==> config.mk <==
export PLATFORM = sky130hd
export DESIGN_NAME = mult_stage
export DESIGN_NICKNAME = d
export VERILOG_FILES = /design/src/rtl/mult_stage.sv
export SDC_FILE = /design/constraint.sdc
export NUM_CORES = 2
export LEC_CHECK = 0
export BUFFER_PORTS_ARGS = -buffer_cell sky130_fd_sc_hd__clkbuf_2
export CAP_MARGIN = 15
export CORE_MARGIN = 8
export CORE_UTILIZATION = 28
export DETAILED_ROUTE_END_ITERATION = 8
export PLACE_DENSITY = 0.42
export SLEW_MARGIN = 10
export SYNTH_ARGS = -nofsm -noshare
export SYNTH_HDL_FRONTEND = slang
export SYNTH_SLANG_ARGS = --single-unit
==> constraint.sdc <==
create_clock -name clock -period 12.45 [get_ports clock]
set_clock_uncertainty 0.15 [all_clocks]
set_input_delay 0 -clock clock [delete_from_list [all_inputs] [get_ports clock]]
set_output_delay 0 -clock clock [all_outputs]
set_load 0.01 [all_outputs]
==> src/rtl/mult_stage.sv <==
// Pipelined RV32M multiplier for the EX stage.
// Shift-add over STAGES cycles; feeds the mult port of the CDB arbiter.
module mult_stage #(
  parameter int XLEN      = 32,
  parameter int TAG_WIDTH = 6,
  parameter int STAGES    = 4
) (
  input  logic                 clock,
  input  logic                 reset,
  input  logic                 squash,
  input  logic                 in_valid,
  input  logic [TAG_WIDTH-1:0] in_tag,
  input  logic [XLEN-1:0]      in_rs1,
  input  logic [XLEN-1:0]      in_rs2,
  input  logic [1:0]           in_func,
  output logic                 out_valid,
  output logic [TAG_WIDTH-1:0] out_tag,
  output logic [XLEN-1:0]      out_result,
  output logic                 busy
);

  localparam int W2 = 2 * XLEN;
  localparam int C  = W2 / STAGES;

  localparam logic [1:0] F_MUL    = 2'b00;
  localparam logic [1:0] F_MULH   = 2'b01;
  localparam logic [1:0] F_MULHSU = 2'b10;

  typedef struct packed {
    logic                 valid;
    logic [TAG_WIDTH-1:0] tag;
    logic [1:0]           func;
    logic [W2-1:0]        mcand;
    logic [W2-1:0]        mplier;
    logic [W2-1:0]        psum;
  } stage_t;

  // One shift-add step over a C-bit slice of the multiplier.
  function automatic stage_t step(stage_t s);
    logic [W2-1:0] chunk;
    stage_t r;
    r = s;
    chunk = '0;
    chunk[C-1:0] = s.mplier[C-1:0];
    r.psum   = s.psum + s.mcand * chunk;
    r.mcand  = s.mcand << C;
    r.mplier = s.mplier >> C;
    return r;
  endfunction

  stage_t        issue;
  logic          sx1;
  logic          sx2;
  logic [STAGES-1:0] vld;

  always_comb begin
    sx1 = (in_func == F_MULH) || (in_func == F_MULHSU);
    sx2 = (in_func == F_MULH);
    issue        = '0;
    issue.valid  = in_valid;
    issue.tag    = in_tag;
    issue.func   = in_func;
    issue.mcand  = {{XLEN{sx1 & in_rs1[XLEN-1]}}, in_rs1};
    issue.mplier = {{XLEN{sx2 & in_rs2[XLEN-1]}}, in_rs2};
  end

  for (genvar k = 0; k < STAGES; k++) begin : g_st
    stage_t src;
    stage_t st_d;
    stage_t st_q;

    if (k == 0) begin : g_head
      assign src = issue;
    end else begin : g_body
      assign src = g_st[k-1].st_q;
    end

    always_comb begin
      st_d       = step(src);
      st_d.valid = src.valid & ~squash;
    end

    always_ff @(posedge clock or posedge reset) begin
      if (reset) begin
        st_q <= '0;
      end else begin
        st_q <= st_d;
      end
    end

    assign vld[k] = st_q.valid;
  end

  stage_t last;
  logic   unused_bits;

  assign last        = g_st[STAGES-1].st_q;
  assign unused_bits = ^{last.mcand, last.mplier};

  // Idle packets are all-zero so the arbiter can OR ports freely.
  always_comb begin
    out_valid  = last.valid;
    out_tag    = '0;
    out_result = '0;
    if (last.valid) begin
      out_tag = last.tag;
      if (last.func == F_MUL) begin
        out_result = last.psum[XLEN-1:0];
      end else begin
        out_result = last.psum[W2-1:XLEN];
      end
    end
  end

  assign busy = |vld;

endmodule
==> impl_metrics.ini <==
[clock_tree]
htreeDepth = 2
clk-insertion-delay-late_ps = 640
cts_sinks = 378
tritoncts = done
cts_buffer_depth = 3
clockRootBuffer = clkbuf_16
clk_transition_reported_paths_ps = 60
cts_setup_buffers = 0
cts_made_buffers = 46

[global_routing]
grt_pass1_vias = 44700
grt_pass1_wl_mm = 276
grt_max_degree = 90
track_usage_pct = 16.0
antenna_found_initial = 12
globalRouteOverflowTotal = 0

[timing]
fin_crit_sh_pct = 77.1
final_hold_viol_count = 0
setup_tns_ps = 0
rsz0062_at_grt = no
relSlewSlack_pct = 24.0
setup_viol = 0
drv_slew = 0
min_period_ps = 9600
fmax_mhz = 104
tightest_slew_ps = 1140

[critical_path]
max_stage_delay_ps = 1000
arrival_ps = 9950
endpoint_kind = register
criticalPathCategory = register to register
path_max_fanout = 19
crit_path_frequent_cell = fa_1
r2r_slack_ps = 2850
crit_path_top_delay_cell = dfrtp_1
required_ps = 12810
start_kind = register

[floorplanning]
start_util_pct = 28.1
ios = 116
die_h_um = 469
die-area_sq_um = 220000
die_w_um = 469
core.rowCount = 166
fp.coreArea_sq_um = 205000

[synth]
synth_warnings = 0
ys_async_sr_fraction_pct = 100
synth-seq-cells = 378
synth_top_area_share_pct = 41.9
avgSynthCellArea_sq_um = 9.72
synth_cells = 5923
synth_area_leaders = fa_1 42%, dfrtp_1 16%, inv_1 8.7%, ha_1 7.7%, nand2_1 5.4%
syn_area_sq_um = 57600
ys.flop_type = dfrtp_1
ys_types = 83
synth_top_area_cell = fa_1
syn_nets = 7560
yosysSeqAreaShare_pct = 16.4
synth_edf_count = 0

[placed_design]
placed_cells = 8577
hpwlAfterDp_mm = 139
gp_congestion = 0.842
io_buffers = 115

[flow_run]
cap_violations = 0

[finish]
syn2layout_area_growth_pct = 10.7
layout.nets = 7661
drive_above_1_share_pct = 4.64
fillers = 21300
final_cells = 8754

[routing]
drt-pass1-iter-count = 5
ant_nets = 0
routed_wl_mm = 176
drc = 0
drt_iter0_markers = 2244
wl_per_cell_um = 20.1
drt-vias-per-instance = 4.52
vias = 39600

[run_status]
outcome = finished, final reports clean

[worst_hold_path]
hold_class = primary input to register
[worst paths after layout]
check / start / to / cells after the start
worst max-delay path: g_st[0].st_q[71]$_DFF_PP0_ / g_st[1].st_q[63]$_DFF_PP0_ / 32
worst min-delay path: in_rs2[31] / g_st[0].st_q[80]$_DFF_PP0_ / 3
worst max register to register: g_st[0].st_q[71]$_DFF_PP0_ / g_st[1].st_q[63]$_DFF_PP0_ / 32
worst min register to register: g_st[2].st_q[19]$_DFF_PP0_ / g_st[3].st_q[19]$_DFF_PP0_ / 0
max in group asynchronous: reset / g_st[1].st_q[59]$_DFF_PP0_ / 7
min in group asynchronous: reset / g_st[2].st_q[15]$_DFF_PP0_ / 4
[timing repair]
| item | CTS | global route |
|---|---|---|
| hold buffers | 87 | 0 |
| resized for setup | 0 | 0 |
| endpoints found under the hold margin | 150 | 0 |
[Yosys cell counts, types with 7 or more instances]
cell type / count
and2_1: 436
a31oi_1: 15
or2_2: 10
o21bai_1: 34
ha_1: 355
nand2_1: 832
a21oi_1: 188
nor2_1: 112
nand3_1: 38
clkbuf_1: 192
a211oi_1: 23
xnor2_1: 182
a21boi_0: 40
o31ai_1: 13
or3_1: 11
nor4_1: 7
a21o_1: 82
xor2_1: 55
o21ai_0: 85
nor3_1: 35
nand2b_1: 24
o211ai_1: 9
and3_1: 19
o21ai_1: 9
nand4_1: 21
o21a_1: 31
nor2b_1: 29
fa_1: 1206
dfrtp_1: 378
inv_1: 1339
[registers in the layout (all words and copies together) (netlist names)]
name       count
g_st.st_q    377
out_valid      1
[metal layers]
layer	track usage, %	vias to the layer above	routed length, um
li1	-	17900	-
met1	22.5	20600	82200
met2	26.4	833	81200
met3	2.09	207	7780
met4	3.80	0	4550
met5	0	-	0
[cells in the final DEF (no fill, tap or decap), drive strengths merged, types with 5 or more instances in the layout]
cell,count
fa,1206
clkbuf,178
a211o,6
o31ai,14
nor3,35
a221oi,8
a21o,83
diode,6
nor2,112
nand3b,6
and3,19
buf,47
nand3,38
o22ai,5
nand4,21
nor4,7
xor2,55
a21boi,40
dlygate4sd3,87
and2,436
o21bai,34
nand2,832
o211ai,11
or3,11
o21ai,95
a211oi,23
dfrtp,378
nor2b,29
a31oi,16
xnor2,182
or2,10
clkinv,9
a21oi,191
bufinv,7
inv,1341
nand2b,24
o2111ai,5
o21a,31
ha,355
[critical path, delay by kind of cell (launching register included)]
| family | cells | cell delay [ps] |
|---|---|---|
| XOR/XNOR | 2 | 320 |
| adder cells (fa/ha/maj) | 8 | 3700 |
| flip-flops | 1 | 1000 |
| buffers and inverters | 4 | 520 |
| AND/OR/NAND/NOR | 5 | 670 |
| AO/OA/AOI/OAI | 13 | 3120 |
[kinds of logic (layout without fill, tap and decap cells)]
logic type                 count (synthesis)  count (layout)  share of synthesized area, %
buffers and inverters                   1535            1672                          10.0
DFF                                      378             378                          16.4
muxes                                      3               3                        0.0522
other                                      0               6                             0
adders and majority gates               1561            1561                          49.6
xor gates and xnor gates                 237             237                          3.60
AOI/OAI and AO/OA                        614             614                          7.11
and+or+nand+nor                         1595            1595                          13.2
[per-stage QoR]
step	utilization (%)	hold WS [ps]	instance area, sq um	setup WS [ps]
6_report	31.2	82.4	63700	2850
5_1_grt	31.1	67.1	63700	2300
4_1_cts	31.1	39.7	63700	2860
3_5_place_dp	29.9	-36.7	61100	2860
3_3_place_gp	29.9	-37.7	61100	2460
2_1_floorplan	-	-119	57600	1800
[area by class of cell]
type,count,area [sq um],share of cell area (%)
Timing Repair Buffer,249,1800,2.82
Sequential cell,378,9460,14.8
Inverter,1339,5030,7.90
Tap cell,2688,3360,5.28
Multi-Input combinational cell,4010,42400,66.5
Clock inverter,21,389,0.611
Antenna cell,6,15.0,0.0236
Clock buffer,63,1320,2.06
Power is left out: the tool's default activity adds up to more than one toggle a clock period on the data nets, which glitch-free logic cannot reach.
